**src/rtl/alu_sequencer.sv**
```systemverilog
// Fetch/decode/execute controller for the 16-bit accumulator ALU.
// Owns acc, pc and ir; drives one-hot ALU op selects and a req/ack single-port memory.
module alu_sequencer #(
    parameter int                ADDR_W   = 12,
    parameter logic [ADDR_W-1:0] RESET_PC = '0
) (
    input  logic              clk,
    input  logic              rst_n,
    input  logic              start,
    output logic              halted,
    output logic              error,
    output logic              mem_req,
    output logic              mem_we,
    output logic [ADDR_W-1:0] mem_addr,
    output logic [15:0]       mem_wdata,
    input  logic [15:0]       mem_rdata,
    input  logic              mem_ack,
    output logic [15:0]       acc_data,
    output logic [15:0]       opnd_data,
    input  logic [15:0]       alu_result,
    input  logic              alu_is_zero,
    output logic              ctl_nad,
    output logic              ctl_shr,
    output logic              ctl_shl,
    output logic              ctl_read
);

    typedef enum logic [2:0] {
        S_IDLE,
        S_FETCH,
        S_DECODE,
        S_OPND,
        S_EXEC,
        S_STORE,
        S_HALT
    } state_t;

    localparam logic [3:0] OP_HLT = 4'h0;
    localparam logic [3:0] OP_NAD = 4'h1;
    localparam logic [3:0] OP_SHR = 4'h2;
    localparam logic [3:0] OP_SHL = 4'h3;
    localparam logic [3:0] OP_STA = 4'h4;
    localparam logic [3:0] OP_JZ  = 4'h5;
    localparam logic [3:0] OP_JMP = 4'h6;

    localparam logic [ADDR_W-1:0] PC_ONE = {{(ADDR_W-1){1'b0}}, 1'b1};

    state_t            state;
    state_t            next_state;
    logic [15:0]       ir;
    logic [ADDR_W-1:0] pc;
    logic [3:0]        opcode;
    logic [ADDR_W-1:0] ir_addr;
    logic              mem_done;

    assign opcode   = ir[15:12];
    assign ir_addr  = ir[ADDR_W-1:0];
    assign mem_done = mem_req & mem_ack;
    assign halted   = (state == S_IDLE) || (state == S_HALT);

    always_ff @(posedge clk) begin
        if (!rst_n) begin
            state <= S_IDLE;
        end else begin
            state <= next_state;
        end
    end

    always_comb begin
        next_state = state;
        ctl_nad    = 1'b0;
        ctl_shr    = 1'b0;
        ctl_shl    = 1'b0;
        ctl_read   = 1'b0;
        case (state)
            S_IDLE, S_HALT: begin
                if (start) next_state = S_FETCH;
            end
            S_FETCH: begin
                if (mem_done) next_state = S_DECODE;
            end
            S_DECODE: begin
                case (opcode)
                    OP_HLT:                 next_state = S_HALT;
                    OP_NAD:                 next_state = S_OPND;
                    OP_SHR, OP_SHL, OP_STA: next_state = S_EXEC;
                    OP_JZ, OP_JMP:          next_state = S_FETCH;
                    default:                next_state = S_HALT;
                endcase
            end
            S_OPND: begin
                if (mem_done) next_state = S_EXEC;
            end
            S_EXEC: begin
                next_state = S_FETCH;
                case (opcode)
                    OP_NAD: ctl_nad = 1'b1;
                    OP_SHR: ctl_shr = 1'b1;
                    OP_SHL: ctl_shl = 1'b1;
                    OP_STA: begin
                        ctl_read   = 1'b1;
                        next_state = S_STORE;
                    end
                    default: ;
                endcase
            end
            S_STORE: begin
                if (mem_done) next_state = S_FETCH;
            end
            default: next_state = S_IDLE;
        endcase
    end

    // Memory states raise req on their second cycle, so every access is preceded by an idle gap.
    always_ff @(posedge clk) begin
        if (!rst_n) begin
            pc        <= RESET_PC;
            ir        <= '0;
            acc_data  <= '0;
            opnd_data <= '0;
            error     <= 1'b0;
            mem_req   <= 1'b0;
            mem_we    <= 1'b0;
            mem_addr  <= '0;
            mem_wdata <= '0;
        end else begin
            case (state)
                S_FETCH: begin
                    if (!mem_req) begin
                        mem_req  <= 1'b1;
                        mem_we   <= 1'b0;
                        mem_addr <= pc;
                    end else if (mem_ack) begin
                        mem_req <= 1'b0;
                        ir      <= mem_rdata;
                        pc      <= pc + PC_ONE;
                    end
                end
                S_DECODE: begin
                    case (opcode)
                        OP_JZ:  if (alu_is_zero) pc <= ir_addr;
                        OP_JMP: pc <= ir_addr;
                        OP_HLT, OP_NAD, OP_SHR, OP_SHL, OP_STA: ;
                        default: error <= 1'b1;
                    endcase
                end
                S_OPND: begin
                    if (!mem_req) begin
                        mem_req  <= 1'b1;
                        mem_we   <= 1'b0;
                        mem_addr <= ir_addr;
                    end else if (mem_ack) begin
                        mem_req   <= 1'b0;
                        opnd_data <= mem_rdata;
                    end
                end
                S_EXEC: begin
                    case (opcode)
                        OP_NAD, OP_SHR, OP_SHL: acc_data  <= alu_result;
                        OP_STA:                 mem_wdata <= alu_result;
                        default: ;
                    endcase
                end
                S_STORE: begin
                    if (!mem_req) begin
                        mem_req  <= 1'b1;
                        mem_we   <= 1'b1;
                        mem_addr <= ir_addr;
                    end else if (mem_ack) begin
                        mem_req <= 1'b0;
                    end
                end
                default: ;
            endcase
        end
    end

endmodule

```
**config.mk**
```make
export PLATFORM = sky130hd
export DESIGN_NAME = alu_sequencer
export DESIGN_NICKNAME = d
export VERILOG_FILES = /design/src/rtl/alu_sequencer.sv
export SDC_FILE = /design/constraint.sdc
export NUM_CORES = 1
export LEC_CHECK = 0
export CAP_MARGIN = 20
export CORE_MARGIN = 3
export CORE_UTILIZATION = 48
export CTS_CLUSTER_DIAMETER = 30
export DETAILED_ROUTE_END_ITERATION = 7
export GPL_TIMING_DRIVEN = 1
export PLACE_DENSITY = 0.79
export SYNTH_ARGS = -nofsm -noshare
export SYNTH_HDL_FRONTEND = slang
export SYNTH_SLANG_ARGS = --single-unit
```
**constraint.sdc**
```tcl
create_clock -name clk -period 1.9 [get_ports clk]
set_input_delay 0.19 -clock clk [delete_from_list [all_inputs] [get_ports clk]]
set_output_delay 0.19 -clock clk [all_outputs]
set_load 0.1 [all_outputs]
```
==> qor.csv, run 1 <==
metric,value,unit
status,"complete, no violations",
"EDFF count, synth",0,
First-pass DRT Iterations,5,
prevailing post-synth register cell,dfxtp_1,
post-route design area,0.00535,sq mm
main combinational cell family by area after synthesis,simple AND/OR/NAND/NOR gates,
Initial Utilization,0.505,
"Core Util, Final",0.674,
Leakage,1.91,nW
routability cong.,0.887,
Yosys reg bits,94,
max-cap violations,0,
register area share after synthesis,0.470,
root buf cell,clkbuf_8,
remaining antenna violation count after routing,0,
post-synthesis simple-gate area fraction,0.240,
internal power,2.70,mW
H-Tree Depth,3,
"Slew Viols, Final",0,
IO buf count,104,
Std-Cell Core Area,0.00793,sq mm
"most common cell after layout, fill and taps aside",nand2_1,
remaining global-route overflow,0,
CTS tree,done,
Worst slew margin,0.721,
clock group share of total power,0.313,
final period utilization,0.982,
share of post-route cells with drive strength above 1,0.220,
fin crit period,1.87,ns
final setup skew,0.00788,ns
clock transition at the registers of the reported paths,0.09,ns
"Distinct cells, synth",53,
register share of total power,0.534,
initial antenna violation count,0,
vias in the first global route,3423,
Vias,3843,
Synth async-reset ratio,0,
Worst EP arrival,1.68,ns
"crit path setup slack, layout",0.0334,ns
CP Capture Type,output pin,
"Req. time, crit path",1.71,ns
Comb pwr share,0.152,
num ports,105,
final setup violation count,0,
most frequent cells in the layout,"128 x nand2_1, 90 x dfxtp_1, 89 x buf_4",
"Hold-fix buffers, CTS",0,
largest net degree at the start of global routing,56,
worst hold margin,0.410,ns
DRT iter0 DRCs,248,
first-pass GRT wire length,17300,microns
CTS max path bufs,2,
"Cell Area, Synth",0.00400,sq mm
Synth Area in Compound Gates,0.190,
RSZ-0062 raised after global routing,true,
routed wire length,10700,microns
post-detail-place hpwl,7720,microns
die width,97.3,microns
switching power,1.12,mW
kind of critical path,register to output pin,
"Clk Latency, worst-skew pair",0.35,ns
Pwr per Cell Area,714,mW/mm^2
syn nets,535,
vias per inst,5.44,
TritonCTS buffer count,9,
full die area,0.00947,sq mm
maximum VDD drop,0.000524,V
Adder-Cell Fraction of Synth Area,0.00313,
pre-CTS WS,-0.0303,ns
post-synthesis xor/xnor area fraction,0.00219,
clock sinks,94,
syn avg cell area,8.05,sq um
GRT Overall Usage,0.219,
mux contribution to synthesized area,0.0425,
Syn. warnings,0,
CP Max Fanout,3,
HP Class,primary input to register,
final hold vios,0,
worst slew pin tran,0.418,ns
Achievable Freq,536,MHz
Switching Share,0.293,
Die Y,97.3,microns
nets,638,
wire per inst,15.2,microns
Synth Instances,497,
Layout area overhead,33.6,%
# DRC,0,
FP Rows,32,
crit path launch type,register,
Ant. Diodes,0,
area post-placement,0.00512,sq mm
==> cell usage after synthesis (all sizes together) (2+ instances only) <==
master	number	area share
o2bb2ai	2	0.0044
nor3b	2	0.0050
a211oi	3	0.0088
and4	2	0.0044
nand3	16	0.020
o22ai	2	0.0031
o311ai	2	0.0044
nand4	2	0.0031
a32o	2	0.0050
nand2b	5	0.0078
a21oi	62	0.078
nand2	128	0.12
o221a	3	0.0084
nor4	3	0.0047
a41oi	2	0.0044
a311oi	13	0.028
mux2i	17	0.043
buf	11	0.020
clkbuf	29	0.027
o21ai	5	0.0063
inv	4	0.0038
a31oi	3	0.0047
nand3b	3	0.0056
nor3	8	0.010
o32ai	4	0.0088
a22oi	5	0.0094
dfxtp	94	0.47
nor2	46	0.043
or2	2	0.0031
==> per-stage QoR <==
| step | power, mW | setup TNS, ns | std cells |
|---|---|---|---|
| 3_5_place_dp | 2.66 | -0.0489 | 689 |
| 3_3_place_gp | 2.66 | 0 | 689 |
| 2_1_floorplan | 2.47 | -0.585 | 497 |
| 4_1_cts | 3.85 | 0 | 704 |
| 5_1_grt | 3.96 | -0.0343 | 706 |
| 6_report | 3.82 | 0 | 706 |
==> power by group through the flow <==
stage | sequential [mW] | combinational [mW] | clock, mW
2_1_floorplan | 2.29 | 0.180 | 0
3_3_place_gp | 2.08 | 0.574 | 0
3_5_place_dp | 2.08 | 0.578 | 0
4_1_cts | 2.04 | 0.580 | 1.23
5_1_grt | 2.05 | 0.610 | 1.30
6_report | 2.04 | 0.580 | 1.20
==> timing repair <==
item                                    in CTS  in global routing
setup buffers                                0                  2
gates resized for setup                      3                  7
pin swaps                                    4                  1
endpoints found under the setup margin       4                  5
==> sequential cells by signal (all words and copies together), names as in the netlist <==
| signal | cells |
|---|---|
| acc_data | 16 |
| mem_req | 1 |
| ir | 16 |
| opnd_data | 16 |
| mem_addr | 12 |
| pc | 12 |
| error | 1 |
| state | 3 |
| mem_wdata | 16 |
| mem_we | 1 |
==> layer usage <==
layer	wire length, microns	share of wire	vias to the layer above	GRT usage
met1	4910	0.46	1749	0.306
met2	4820	0.45	143	0.335
met4	157	0.015	0	0.0575
li1	-	-	1935	-
met3	824	0.077	16	0.0617
met5	0	0	-	0
==> path summary, 6_finish.rpt <==
kind | startpoint | endpoint | slack, ns | cells past startpoint
setup / recovery | ir[15] | ctl_shl | 0.03 | 4
hold / removal | alu_result[8] | mem_wdata[8] | 0.41 | 3
setup reg to reg | state[1] | pc[5] | 0.14 | 4
hold reg to reg | error | error | 0.45 | 2
==> critical path: stages, from the launching register on <==
cell	delay, ns
dfxtp_2	0.35
nor4b_4	0.32
or2b_4	0.35
nor2_4	0.12
buf_12	0.18
==> cells by family (layout without fill, tap and decap cells) <==
logic type                 after synthesis  count (layout)
DFF                                     94              94
adders and majority gates                1               1
xor gates and xnor gates                 1               1
and+or+nand+nor                        224             224
muxes                                   17              17
AOI/OAI and AO/OA                      115             115
buffers and inverters                   45             152
==> cell type report <==
type / count / area [sq um]
Fill cell: 632 / 2580
Multi-Input combinational cell: 358 / 1970
Sequential cell: 94 / 1890
Timing Repair Buffer: 132 / 1170
Clock buffer: 10 / 138
Tap cell: 102 / 128
Clock inverter: 5 / 35.0
Inverter: 5 / 22.5
Note: power is estimated with default switching activity, not from simulation.
==> run 2: changes to the inputs <==
--- a/config.mk
+++ b/config.mk
@@ -8,7 +8,6 @@
 export CAP_MARGIN = 20
 export CORE_MARGIN = 3
 export CORE_UTILIZATION = 48
-export CTS_CLUSTER_DIAMETER = 30
 export DETAILED_ROUTE_END_ITERATION = 7
 export GPL_TIMING_DRIVEN = 1
 export PLACE_DENSITY = 0.79
==> results of run 2 <==
The final DEF is identical to that of run 1; final timing and power are the same.
